--- config.mk ---
export PLATFORM = sky130hd
export DESIGN_NAME = obu_bit_supplier
export DESIGN_NICKNAME = d
export VERILOG_FILES = /design/src/rtl/obu_parser_pkg.sv /design/src/rtl/obu_bit_consume_decode.sv /design/src/rtl/obu_bit_supplier.sv
export SDC_FILE = /design/constraint.sdc
export NUM_CORES = 1
export LEC_CHECK = 0
export BUFFER_PORTS_ARGS = -buffer_cell sky130_fd_sc_hd__buf_2
export CORE_ASPECT_RATIO = 0.6
export CORE_MARGIN = 2
export CORE_UTILIZATION = 45
export DETAILED_ROUTE_END_ITERATION = 6
export PLACE_DENSITY = 0.67
export SYNTH_ARGS = -nofsm -noshare
export SYNTH_HDL_FRONTEND = slang
export SYNTH_SLANG_ARGS = --single-unit
--- constraint.sdc ---
create_clock -name clk -period 7.8 [get_ports clk]
set_clock_uncertainty 0.2 [all_clocks]
set_input_delay 0.39 -clock clk [delete_from_list [all_inputs] [get_ports clk]]
set_output_delay 0.39 -clock clk [all_outputs]
set_load 0.005 [all_outputs]
--- src/rtl/obu_parser_pkg.sv ---
// Shared constants, types and helpers for the OBU parser front end.
package obu_parser_pkg;

   localparam int PARSER_DATA_WIDTH     = 32;
   localparam int PAD_LEN_WIDTH         = 6;
   localparam int BIT_SUPPLIER_BUF_BITS = 64;

   typedef enum logic [2:0] {
      NONE,
      POP,
      PAD,
      ALIGN,
      ILLEGAL
   } consume_sel_t;

   // Stream bytes are MSB first, while the bit buffer holds the oldest bit at index 0.
   function automatic logic [7:0] bit_rev8(input logic [7:0] b);
      logic [7:0] r;
      for (int i = 0; i < 8; i++) begin
         r[i] = b[7-i];
      end
      return r;
   endfunction

endpackage

--- src/rtl/obu_bit_consume_decode.sv ---
// Turns the parser's pad/pop/align requests into a bit consume amount and an error pulse.
module obu_bit_consume_decode
   import obu_parser_pkg::*;
#(
   parameter int W         = PARSER_DATA_WIDTH,
   parameter int PLW       = PAD_LEN_WIDTH,
   parameter int CNT_WIDTH = 7
) (
   input  logic                 pad,
   input  logic                 pop,
   input  logic                 align,
   input  logic [PLW-1:0]       pad_len,
   input  logic                 avail,
   input  logic [CNT_WIDTH-1:0] count,
   input  logic [2:0]           consumed_lsb,
   output logic [CNT_WIDTH-1:0] consume,
   output logic                 err_pulse
);

   consume_sel_t sel;
   logic [1:0]   req_count;
   logic [2:0]   align_amt;

   always_comb begin
      req_count = 2'(pad) + 2'(pop) + 2'(align);
      sel       = NONE;
      if (req_count > 2'd1) begin
         sel = ILLEGAL;
      end else if (pop) begin
         sel = POP;
      end else if (pad) begin
         sel = PAD;
      end else if (align) begin
         sel = ALIGN;
      end
   end

   // Distance to the next byte boundary is (-consumed) mod 8.
   always_comb begin
      consume   = '0;
      err_pulse = 1'b0;
      align_amt = 3'd0 - consumed_lsb;
      case (sel)
         POP: begin
            if (avail) begin
               consume = CNT_WIDTH'(W);
            end else begin
               err_pulse = 1'b1;
            end
         end
         PAD: begin
            if (!avail) begin
               err_pulse = 1'b1;
            end else if (pad_len == '0) begin
               consume = CNT_WIDTH'(W);
            end else if (int'(pad_len) >= W) begin
               err_pulse = 1'b1;
            end else begin
               consume = CNT_WIDTH'(W - int'(pad_len));
            end
         end
         ALIGN: begin
            if (count >= CNT_WIDTH'(align_amt)) begin
               consume = CNT_WIDTH'(align_amt);
            end else begin
               err_pulse = 1'b1;
            end
         end
         ILLEGAL: begin
            err_pulse = 1'b1;
         end
         default: begin
         end
      endcase
   end

endmodule

--- src/rtl/obu_bit_supplier.sv ---
// Packs the OBU byte stream into a bit buffer and serves a fixed-width window to the parsers.
module obu_bit_supplier
   import obu_parser_pkg::*;
#(
   parameter int PARSER_DATA_WIDTH = obu_parser_pkg::PARSER_DATA_WIDTH,
   parameter int PAD_LEN_WIDTH     = obu_parser_pkg::PAD_LEN_WIDTH,
   parameter int BUF_BITS          = BIT_SUPPLIER_BUF_BITS
) (
   input  logic                         clk,
   input  logic                         rst_n,
   input  logic [7:0]                   in_data,
   input  logic                         in_valid,
   output logic                         in_ready,
   output logic [PARSER_DATA_WIDTH-1:0] data_in,
   output logic                         avail,
   input  logic                         pad,
   input  logic [PAD_LEN_WIDTH-1:0]     pad_len,
   input  logic                         pop,
   input  logic                         align,
   input  logic                         clear,
   output logic [31:0]                  bits_consumed,
   output logic                         err
);

   localparam int CNT_WIDTH = $clog2(BUF_BITS + 1);

   logic [BUF_BITS-1:0]  bit_buf;
   logic [BUF_BITS-1:0]  buf_next;
   logic [CNT_WIDTH-1:0] count;
   logic [CNT_WIDTH-1:0] count_next;
   logic [CNT_WIDTH-1:0] count_after;
   logic [CNT_WIDTH-1:0] consume;
   logic                 err_pulse;
   logic                 fill;

   obu_bit_consume_decode #(
      .W         (PARSER_DATA_WIDTH),
      .PLW       (PAD_LEN_WIDTH),
      .CNT_WIDTH (CNT_WIDTH)
   ) u_decode (
      .pad          (pad),
      .pop          (pop),
      .align        (align),
      .pad_len      (pad_len),
      .avail        (avail),
      .count        (count),
      .consumed_lsb (bits_consumed[2:0]),
      .consume      (consume),
      .err_pulse    (err_pulse)
   );

   // Readiness looks only at the current fill level so a same-cycle consume cannot create a loop.
   assign in_ready = !clear && (count <= CNT_WIDTH'(BUF_BITS - 8));
   assign fill     = in_valid && in_ready;
   assign avail    = count >= CNT_WIDTH'(PARSER_DATA_WIDTH);
   assign data_in  = bit_buf[PARSER_DATA_WIDTH-1:0];

   // Retire consumed bits first, then append the new byte just above what remains.
   always_comb begin
      count_after = count - consume;
      buf_next    = bit_buf >> consume;
      count_next  = count_after;
      if (fill) begin
         buf_next   = buf_next | (BUF_BITS'(bit_rev8(in_data)) << count_after);
         count_next = count_after + CNT_WIDTH'(8);
      end
   end

   always_ff @(posedge clk or negedge rst_n) begin
      if (!rst_n) begin
         bit_buf       <= '0;
         count         <= '0;
         bits_consumed <= '0;
         err           <= 1'b0;
      end else if (clear) begin
         bit_buf       <= '0;
         count         <= '0;
         bits_consumed <= '0;
         err           <= 1'b0;
      end else begin
         bit_buf       <= buf_next;
         count         <= count_next;
         bits_consumed <= bits_consumed + 32'(consume);
         err           <= err | err_pulse;
      end
   end

endmodule

==> results of run 1 <==
[cell families (layout without fill, tap and decap cells)]
group | Yosys count | count (layout)
other | 0 | 4
and+or+nand+nor | 506 | 506
muxes | 54 | 54
buffers and inverters | 179 | 174
adders and majority gates | 27 | 27
AOI/OAI and AO/OA | 454 | 454
xor gates and xnor gates | 37 | 37
DFF | 104 | 104
[worst paths after layout]
kind	startpoint	slack, ns	depth (start not counted)	endpoint
max	bits_consumed[0]	2.06	20	bit_buf[41]
max reg2reg	bits_consumed[0]	2.06	20	bit_buf[41]
min reg2reg	bits_consumed[25]	0.36	2	bits_consumed[25]
max in group asynchronous	rst_n	5.67	3	bits_consumed[21]
min	in_valid	0.19	4	count[5]
min in group asynchronous	rst_n	0.43	2	bit_buf[36]
[routing by layer]
metal	vias to the layer above	wire [µm]
li1	5096	-
met5	-	54
met3	138	9000
met2	1043	18600
met1	5868	22600
met4	4	1680
[sequential cells by signal, summed over array words and instances, names as in the netlist]
name	cells
bit_buf	64
bits_consumed	32
count	7
err	1
[cell type report]
class	instances	share of cell area [%]
multi-input cells	1078	62.8
flip-flops and latches	104	23.3
repair buffers	120	6.17
well taps	315	3.53
clock buffers	9	2.02
inverters	38	1.28
clock inverters	7	0.751
diodes	4	0.0897
[cells in the mapped netlist, types with 8 or more instances]
cell	n	area, µm²
mux2i_1	33	330
nand2b_1	9	56.3
a311oi_1	11	96.3
a21o_1	10	75.1
inv_1	33	124
o21ai_1	27	135
o21ai_0	70	350
a21oi_1	63	315
xor2_1	16	140
a32o_1	9	90.1
buf_1	9	33.8
a32oi_1	16	140
or3_1	13	81.3
xnor2_1	21	184
a211o_1	14	123
nand2_1	96	360
and2_1	9	56.3
o22ai_1	8	50.1
nor3_1	22	110
buf_2	43	215
a221oi_1	9	78.8
a21boi_0	12	90.1
o221ai_1	9	78.8
ha_1	24	300
nor2_1	118	443
a31oi_1	26	163
clkbuf_1	45	169
a211oi_1	18	135
a22oi_1	33	248
nor2b_1	11	68.8
buf_4	40	300
nand3_1	143	716
dfrtp_1	104	2600
and3_1	43	269
mux2_2	17	191
o211ai_1	36	270
[report_power, final]
part / leakage [nW] / internal (mW) / switching [mW]
clock network: 0.155 / 0.258 / 0.253
registers: 1.44 / 0.603 / 0.0978
logic: 3.30 / 0.428 / 0.955
[through the flow]
| stage | hold slack [ns] | cells | cell area (µm²) | setup WS (ns) |
|---|---|---|---|---|
| floorplan | -0.106 | 1361 | 10500 | 2.52 |
| global placement | 0.297 | 1654 | 10800 | 2.25 |
| detailed placement | 0.294 | 1654 | 10800 | 2.20 |
| CTS | 0.187 | 1671 | 11200 | 2.19 |
| global route | 0.232 | 1671 | 11200 | 1.70 |
| finish | 0.189 | 1675 | 11200 | 2.06 |
[critical path, cell delays in order, from the launching register on]
cell and delay, ns:
dfrtp_1 0.44, inv_1 0.06, ha_1 0.20, xnor2_1 0.25, inv_1 0.07, ha_1 0.17, or4_1 0.58, o211a_2 0.32
nor2_4 0.09, inv_2 0.14, ha_1 0.28, fa_1 0.48, nor2b_1 0.14, o21ai_0 0.11, a21oi_1 0.24, nor2_1 0.09
xnor2_1 0.17, or3_1 0.48, nor2_1 0.63, a21oi_1 0.15, a21oi_1 0.31
[repair_timing]
item,in CTS,in global routing
gates resized for setup,0,0
hold buffers,1,0
setup buffers,0,0
endpoints found under the hold margin,51,0
==> results.cfg, run 1 <==
[floorplanning]
ioPinCount = 88
rows = 43
dieArea_um2 = 24600
initial_core_util_pct = 45.7
die_w_um = 201
die_h_um = 122
core_area_um2 = 23000

[clocking]
clockBufferDepth = 2
cts.sinks = 104
clk_latency_ns = 0.38
htree_levels = 3
cts_tree = built
clk_pin_slew_ns = 0.08
cts_root_buf = clkbuf_16
cts_buffers = 9

[grt]
grt_first_pass_wirelength_um = 74200
grtUsageMet3_pct = 18.7
busiest_layer = met1
track_usage_pct = 41.5
antenna_found_initial = 4
use_met2_pct = 52.1
gr-usage-met1_pct = 61.6
grt_max_degree = 73
overflow = 0
grt_pass1_vias = 10700

[power]
peakVddDrop_mv = 0.138
p_total_mw = 2.60
power_density_nw_per_um2 = 233
power.leakage_nw = 4.89

[worst_setup_path]
cp-start-kind = flop
arrival_ns = 5.79
cp.required_ns = 7.85
crit_fanout = 10
critical_path_class = flop to flop
endpoint_kind = flop

[logic_synthesis]
synthSimpleGateAreaFrac_pct = 23.7
synthesis.instances = 1361
synth_fp_nets = 1409
yosysSeqAreaShare_pct = 24.8
ys_async_sr_fraction_pct = 100
synth.area.mux_share_pct = 5.76
ys_warn_count = 0
synthXorXnorAreaFrac_pct = 3.09
synth.avg_cell_area_um2 = 7.71
synth_ff_type = dfrtp_1
synth-seq-cells = 104
synth-compound-area-share_pct = 30.7
synth_fa_ha_area_share_pct = 3.43
synth_area_um2 = 10500
yosysUniqueCellTypes = 91
synth_top_family_by_area = compound AO/OA/AOI/OAI gates
synth_edf_count = 0

[placement]
gp_congestion = 1.09
numPortBuffers = 87
hpwl_um = 38600

[cells_and_area]
regArea_um2 = 2600
drive_gt1_share_pct = 13.7
n_fill_cell = 2330
final_common_cell = nand3_1
final_core_util_pct = 48.6
multi_input_area_um2 = 7010
layout_common_cells = nand3_1, nor2_1, dfrtp_1, nand2_1, buf_2
area_growth_syn_to_layout_pct = 6.34
final_nets = 1399

[routing]
wl_per_cell_um = 31.0
initialDrtViolationCount = 1940
avgViaCountPerCell = 7.25
dr.pass1.iters = 7
dr_total_vias = 12100
wirelength_um = 51900
post-route-drc-count = 12
ant_nets = 0

[timing]
post-route-min-period_ns = 5.74
worst-slew-pin-transition_ns = 1.07
slew_violations = 0
hold_viol = 0
fin_tns_setup_ns = 0
slew_headroom_pct = 27.7
rsz0062_at_grt = no
fmax_mhz = 174
period_share_pct = 73.6
finalSetupViolations = 0

[worst_hold_path]
hp-class = input pin to flop

[flow_run]
drv_cap = 0

[outcome]
outcome = finished, violations left
violations = DRC
(Power assumes the default switching activity.)
==> inputs of run 2 (changes only) <==
--- a/config.mk
+++ b/config.mk
@@ -10,7 +10,7 @@
 export CORE_MARGIN = 2
 export CORE_UTILIZATION = 45
 export DETAILED_ROUTE_END_ITERATION = 6
-export PLACE_DENSITY = 0.67
+export PLACE_DENSITY = 0.69
 export SYNTH_ARGS = -nofsm -noshare
 export SYNTH_HDL_FRONTEND = slang
 export SYNTH_SLANG_ARGS = --single-unit
==> constraint.sdc (replaced) <==
create_clock -name clk -period 5 [get_ports clk]
set_clock_uncertainty 0.2 [all_clocks]
set_input_delay 0.25 -clock clk [delete_from_list [all_inputs] [get_ports clk]]
set_output_delay 0.25 -clock clk [all_outputs]
set_load 0.005 [all_outputs]
==> results.cfg, run 2 (synthesis gave the netlist of run 1 again) <==
[cells_and_area]
finalInstanceArea_um2 = 11900
n_fill_cell = 2268
largest_reg_flops = 64
final_nets = 1476
regMostFlops = bit_buf
area_growth_syn_to_layout_pct = 13.8
final_core_util_pct = 52.0
reg_top3 = bit_buf: 64 flops, bits_consumed: 32 flops, count: 7 flops
fin_cells = 1749
drive_gt1_share_pct = 20.7
final_common_cell = nand3_1
layout_common_cells = nand3_1, nor2_1, buf_4, dfrtp_1, nand2_1

[power]
power_density_nw_per_um2 = 366
peakVddDrop_mv = 0.239
p_total_mw = 4.37
intPower_mw = 2.22
p_comb_share_pct = 56.6
power_switching_mw = 2.15
power.leakage_nw = 5.29
p_clk_share_pct = 18.9
swShare_pct = 49.2
pwr-share-seq_pct = 24.5

[worst_setup_path]
endpoint_kind = flop
cp-start-kind = flop
crit_fanout = 13
r2r_cells = 20
path_cells = inv_2 -> ha_2 -> xnor2_2 -> inv_1 -> ha_1 -> or4_1 -> buf_4 -> o211a_1 -> nor2_4 -> ha_1 -> a21oi_1 -> o21ai_0 -> a21o_1 -> a21oi_1 -> xor2_1 -> buf_4 -> or3_1 -> o22ai_1 -> a22oi_1 -> o21ai_1
reg2reg_slack_ns = 0.06
slowest_stage = or4_1
critical_path_class = flop to flop
slowest_delay_ns = 0.50
cp.required_ns = 5.02
arrival_ns = 4.96
r2r_end = bit_buf[34]
r2r-start = bits_consumed[1]
critPathLaunch = bits_consumed[1]

[routing]
ant_nets = 0
avgViaCountPerCell = 7.08
wl_per_cell_um = 29.4
dr.pass1.iters = 6
dr_total_vias = 12400
initialDrtViolationCount = 1898
wirelength_um = 51400
post-route-drc-count = 0

[clocking]
cts_buffers = 9
cts_tree = built
cts.sinks = 104
htree_levels = 3
clk_pin_slew_ns = 0.09
cts_root_buf = clkbuf_16
clockBufferDepth = 2
clk_latency_ns = 0.39

[timing]
hold_viol = 0
setup_slack_ns = 0.0637
slew_violations = 0
period_share_pct = 98.7
slew_headroom_pct = 17.4
post-route-min-period_ns = 4.94
finalSetupViolations = 0
fmax_mhz = 203
worst-slew-pin-transition_ns = 1.23

[floorplanning]
rows = 43
die_h_um = 122
core_area_um2 = 23000
die_w_um = 201
initial_core_util_pct = 45.7
dieArea_um2 = 24600
ioPinCount = 88

[worst_hold_path]
hold_end = count[5]
hold_path_depth = 4
worstHoldStart = in_valid
hp-class = input pin to flop

[placement]
numPortBuffers = 87
hpwl_um = 39000
dpl.cell_count = 1723
gp_congestion = 1.19
place_ws_ns = -0.0217
dpl_cell_area_um2 = 11400

[grt]
antenna_found_initial = 4
track_usage_pct = 41.2
overflow = 0
grt_pass1_vias = 10900
grt_first_pass_wirelength_um = 74000
grt_max_degree = 66

[outcome]
outcome = completed

[flow_run]
drv_cap = 0
[run 2: power groups by stage]
stage,Combinational (mW),Clock (mW),Sequential [mW]
CTS,2.24,0.819,1.06
floorplan,1.41,0,1.01
global placement,2.24,0,1.08
detailed placement,2.23,0,1.08
global route,2.57,0.855,1.07
finish,2.47,0.823,1.07
[run 2: per-stage QoR]
step / setup TNS [ns] / hold WS, ns
after detailed placement: -0.0313 / 0.220
after global routing: -0.000410 / 0.0621
after CTS: 0 / 0.0280
final: 0 / 0.0228
after global placement: -0.0524 / 0.223
after floorplan: -0.0421 / -0.246
[run 2: worst max-delay path by stage]
stage,end,depth (start not counted)
after CTS,bit_buf[31],20
final,bit_buf[34],20
after global placement,bit_buf[8],20
after global routing,bit_buf[31],20
after floorplan,bit_buf[30],21
after detailed placement,bit_buf[8],20
[run 2: per-layer routing]
metal / GRT usage, % / vias up / part of all wire [%]
met5: 1.79 / - / 0.28
li1: - / 5254 / -
met2: 50.5 / 1019 / 36
met4: 14.6 / 8 / 3.9
met1: 60.2 / 5958 / 43
met3: 20.1 / 151 / 17
[run 2: final cells by class]
| cell class | count | area [µm²] | share of cell area (%) |
|---|---|---|---|
| well taps | 315 | 394 | 3.30 |
| inverters | 38 | 143 | 1.19 |
| repair buffers | 196 | 1290 | 10.8 |
| diodes | 1 | 2.50 | 0.0210 |
| flip-flops and latches | 104 | 2600 | 21.8 |
| clock buffers | 9 | 225 | 1.89 |
| multi-input cells | 1079 | 7180 | 60.1 |
| clock inverters | 7 | 101 | 0.849 |
[run 2: repair_timing]
item,4_1_cts,5_1_grt
cloned,0,1
hold buffers,1,0
setup endpoints to repair,5,84
buffers inserted,0,7
resized for setup,3,39
endpoints found under the hold margin,104,0
pin swaps,0,7
[run 2: worst max-delay path: cells and delay by family (launching register included)]
| family | cells | cell delay [ns] |
|---|---|---|
| AOI/OAI and AO/OA | 8 | 1.66 |
| and+or+nand+nor | 3 | 0.98 |
| adders and majority gates | 3 | 0.63 |
| DFF | 1 | 0.40 |
| xor gates and xnor gates | 2 | 0.33 |
| buffers and inverters | 4 | 0.55 |
==> inputs of run 3 (changes only) <==
--- a/config.mk
+++ b/config.mk
@@ -5,6 +5,7 @@
 export SDC_FILE = /design/constraint.sdc
 export NUM_CORES = 1
 export LEC_CHECK = 0
+export ABC_AREA = 1
 export BUFFER_PORTS_ARGS = -buffer_cell sky130_fd_sc_hd__buf_2
 export CORE_ASPECT_RATIO = 0.6
 export CORE_MARGIN = 2
==> results.cfg, run 3 <==
[clocking]
clockBufferDepth = 2
cts_buffers = 9
cts_root_buf = clkbuf_16
cts.sinks = 104
clk_pin_slew_ns = 0.08
cts_tree = built
htree_levels = 3
clk_latency_ns = 0.39

[power]
power_density_nw_per_um2 = 367
peakVddDrop_mv = 0.227
p_comb_share_pct = 54.7
p_total_mw = 4.12
power_switching_mw = 2.12
power.leakage_nw = 5.37
intPower_mw = 2.00
p_clk_share_pct = 19.5
pwr-share-seq_pct = 25.8
swShare_pct = 51.4

[cells_and_area]
final_core_util_pct = 48.8
regMostFlops = bit_buf
multi_input_area_um2 = 6640
regArea_um2 = 2600
area_growth_syn_to_layout_pct = 6.79
diodes = 0
reg_top3 = bit_buf: 64 flops, bits_consumed: 32 flops, count: 7 flops
final_nets = 1769
layout_common_cells = nand3_1, nand2_1, inv_1, nor2_1, dfrtp_1
n_fill_cell = 2436
drive_gt1_share_pct = 9.68
largest_reg_flops = 64
final_common_cell = nand3_1

[timing]
post-route-min-period_ns = 4.63
worst-slew-pin-transition_ns = 0.916
period_share_pct = 92.5
finalSetupViolations = 0
slew_headroom_pct = 39.0
rsz0062_at_grt = no
fmax_mhz = 216
fin_tns_setup_ns = 0
setup_slack_ns = 0.373
slew_violations = 0
holdWs_ns = 0.216
hold_viol = 0

[routing]
post-route-drc-count = 0
dr_total_vias = 12600
initialDrtViolationCount = 2331
wirelength_um = 41800
avgViaCountPerCell = 6.17
ant_nets = 0
wl_per_cell_um = 20.5
dr.pass1.iters = 7

[floorplanning]
core_area_um2 = 23000
initial_core_util_pct = 45.7
die_h_um = 122
ioPinCount = 88
die_w_um = 201
dieArea_um2 = 24700
rows = 43

[placement]
numPortBuffers = 87
gp_congestion = 0.988
place_ws_ns = 0.562
hpwl_um = 30800

[logic_synthesis]
yosysSeqAreaShare_pct = 24.7
synth_fp_nets = 1779
synthesis.instances = 1731
yosysMostFrequentCell = nand3_1
synth_edf_count = 0
ys_async_sr_fraction_pct = 100
synth-seq-cells = 104
synth.avg_cell_area_um2 = 6.08
yosysUniqueCellTypes = 50
synth_top_area_share_pct = 29.6
ys_warn_count = 0
synthTopCellsByArea = nand3_1, dfrtp_1, nand2_1, inv_1, nor2_1
synth_area_um2 = 10500
yosys.area.top_type = nand3_1
synth_ff_type = dfrtp_1
synthTopCellsByCount = nand3_1, nand2_1, inv_1, nor2_1, dfrtp_1

[worst_setup_path]
endpoint_kind = flop
arrival_ns = 4.70
critical_path_class = flop to flop
cp-start-kind = flop
cp.required_ns = 5.07
crit_fanout = 12

[grt]
grt_max_degree = 73
overflow = 0
grt_pass1_vias = 11100
antenna_found_initial = 0
grt_first_pass_wirelength_um = 64500
track_usage_pct = 34.0

[outcome]
outcome = completed

[flow_run]
drv_cap = 0

[worst_hold_path]
hp-class = input pin to flop
[run 3: changes by cell type after synthesis, sizes merged, moves of 32 or more]
cell,previous run,this run
nand3,143,625
nand2,96,330
inv,36,158
and3,43,0
o21ai,97,56
o211ai,36,4
[run 3: final timing paths]
path / start / to / slack [ns] / depth (start not counted)
setup / recovery: bits_consumed[0] / bit_buf[20] / 0.37 / 19
hold / removal: pad_len[5] / err / 0.22 / 5
setup reg to reg: bits_consumed[0] / bit_buf[20] / 0.37 / 19
hold reg to reg: bits_consumed[31] / bits_consumed[31] / 0.33 / 1
max in group asynchronous: rst_n / bit_buf[59] / 3.09 / 3
min in group asynchronous: rst_n / bits_consumed[5] / 0.31 / 2
[run 3: per-stage QoR]
step / cell area [µm²] / std cells
global route: 11200 / 2041
finish: 11200 / 2041
floorplan: 10500 / 1731
detailed placement: 10900 / 2024
CTS: 11200 / 2041
global placement: 10900 / 2024
[run 3: metal layers]
| layer | part of all wire, % | vias to the layer above | global-route usage, % |
|---|---|---|---|
| li1 | - | 5807 | - |
| met1 | 45 | 5773 | 51.6 |
| met2 | 36 | 942 | 42.6 |
| met3 | 17 | 63 | 15.3 |
| met4 | 1.4 | 4 | 6.20 |
| met5 | 0.24 | - | 2.38 |
[run 3: cell type report]
cell class              instances  area share (%)
clock buffers                   9            2.00
flip-flops and latches        104            23.2
inverters                     161            5.40
repair buffers                117            5.92
well taps                     315            3.51
clock inverters                 7           0.869
multi-input cells            1328            59.1
[run 3: power by group through the flow]
| stage | Combinational [mW] | Clock, mW | Sequential (mW) |
|---|---|---|---|
| final | 2.26 | 0.803 | 1.06 |
| after global routing | 2.46 | 0.838 | 1.07 |
| after CTS | 2.15 | 0.810 | 1.05 |
| after detailed placement | 2.14 | 0 | 1.07 |
| after global placement | 2.13 | 0 | 1.07 |
| after floorplan | 1.55 | 0 | 1.02 |
[run 3: cells by family (layout without fill, tap and decap cells)]
logic type	count (synthesis)	after routing	share of synthesized area, %
AOI/OAI and AO/OA	156	156	8.23
muxes	4	4	0.381
buffers and inverters	299	294	12.4
and+or+nand+nor	1125	1125	49.4
adders and majority gates	27	27	3.42
DFF	104	104	24.7
xor gates and xnor gates	16	16	1.40
[run 3: timing repair]
action	CTS	global route
hold buffers	1	0
endpoints found under the hold margin	56	0
resized for setup	0	1
buffers inserted	0	0
endpoints found under the setup margin	0	1
[run 3: critical path: stages (launching register included)]
cell and delay (ns):
dfrtp_1 0.44, inv_1 0.07, ha_1 0.20, xor2_1 0.31
ha_1 0.30, nand2_1 0.09, nand2_1 0.11, nand3_2 0.10
nand2_2 0.08, ha_1 0.56, inv_1 0.20, o21ai_0 0.38
o21ai_0 0.21, o21ai_0 0.30, nand2_1 0.16, o21ai_0 0.30
nand2_1 0.08, o21ai_1 0.14, inv_1 0.07, a21oi_1 0.24
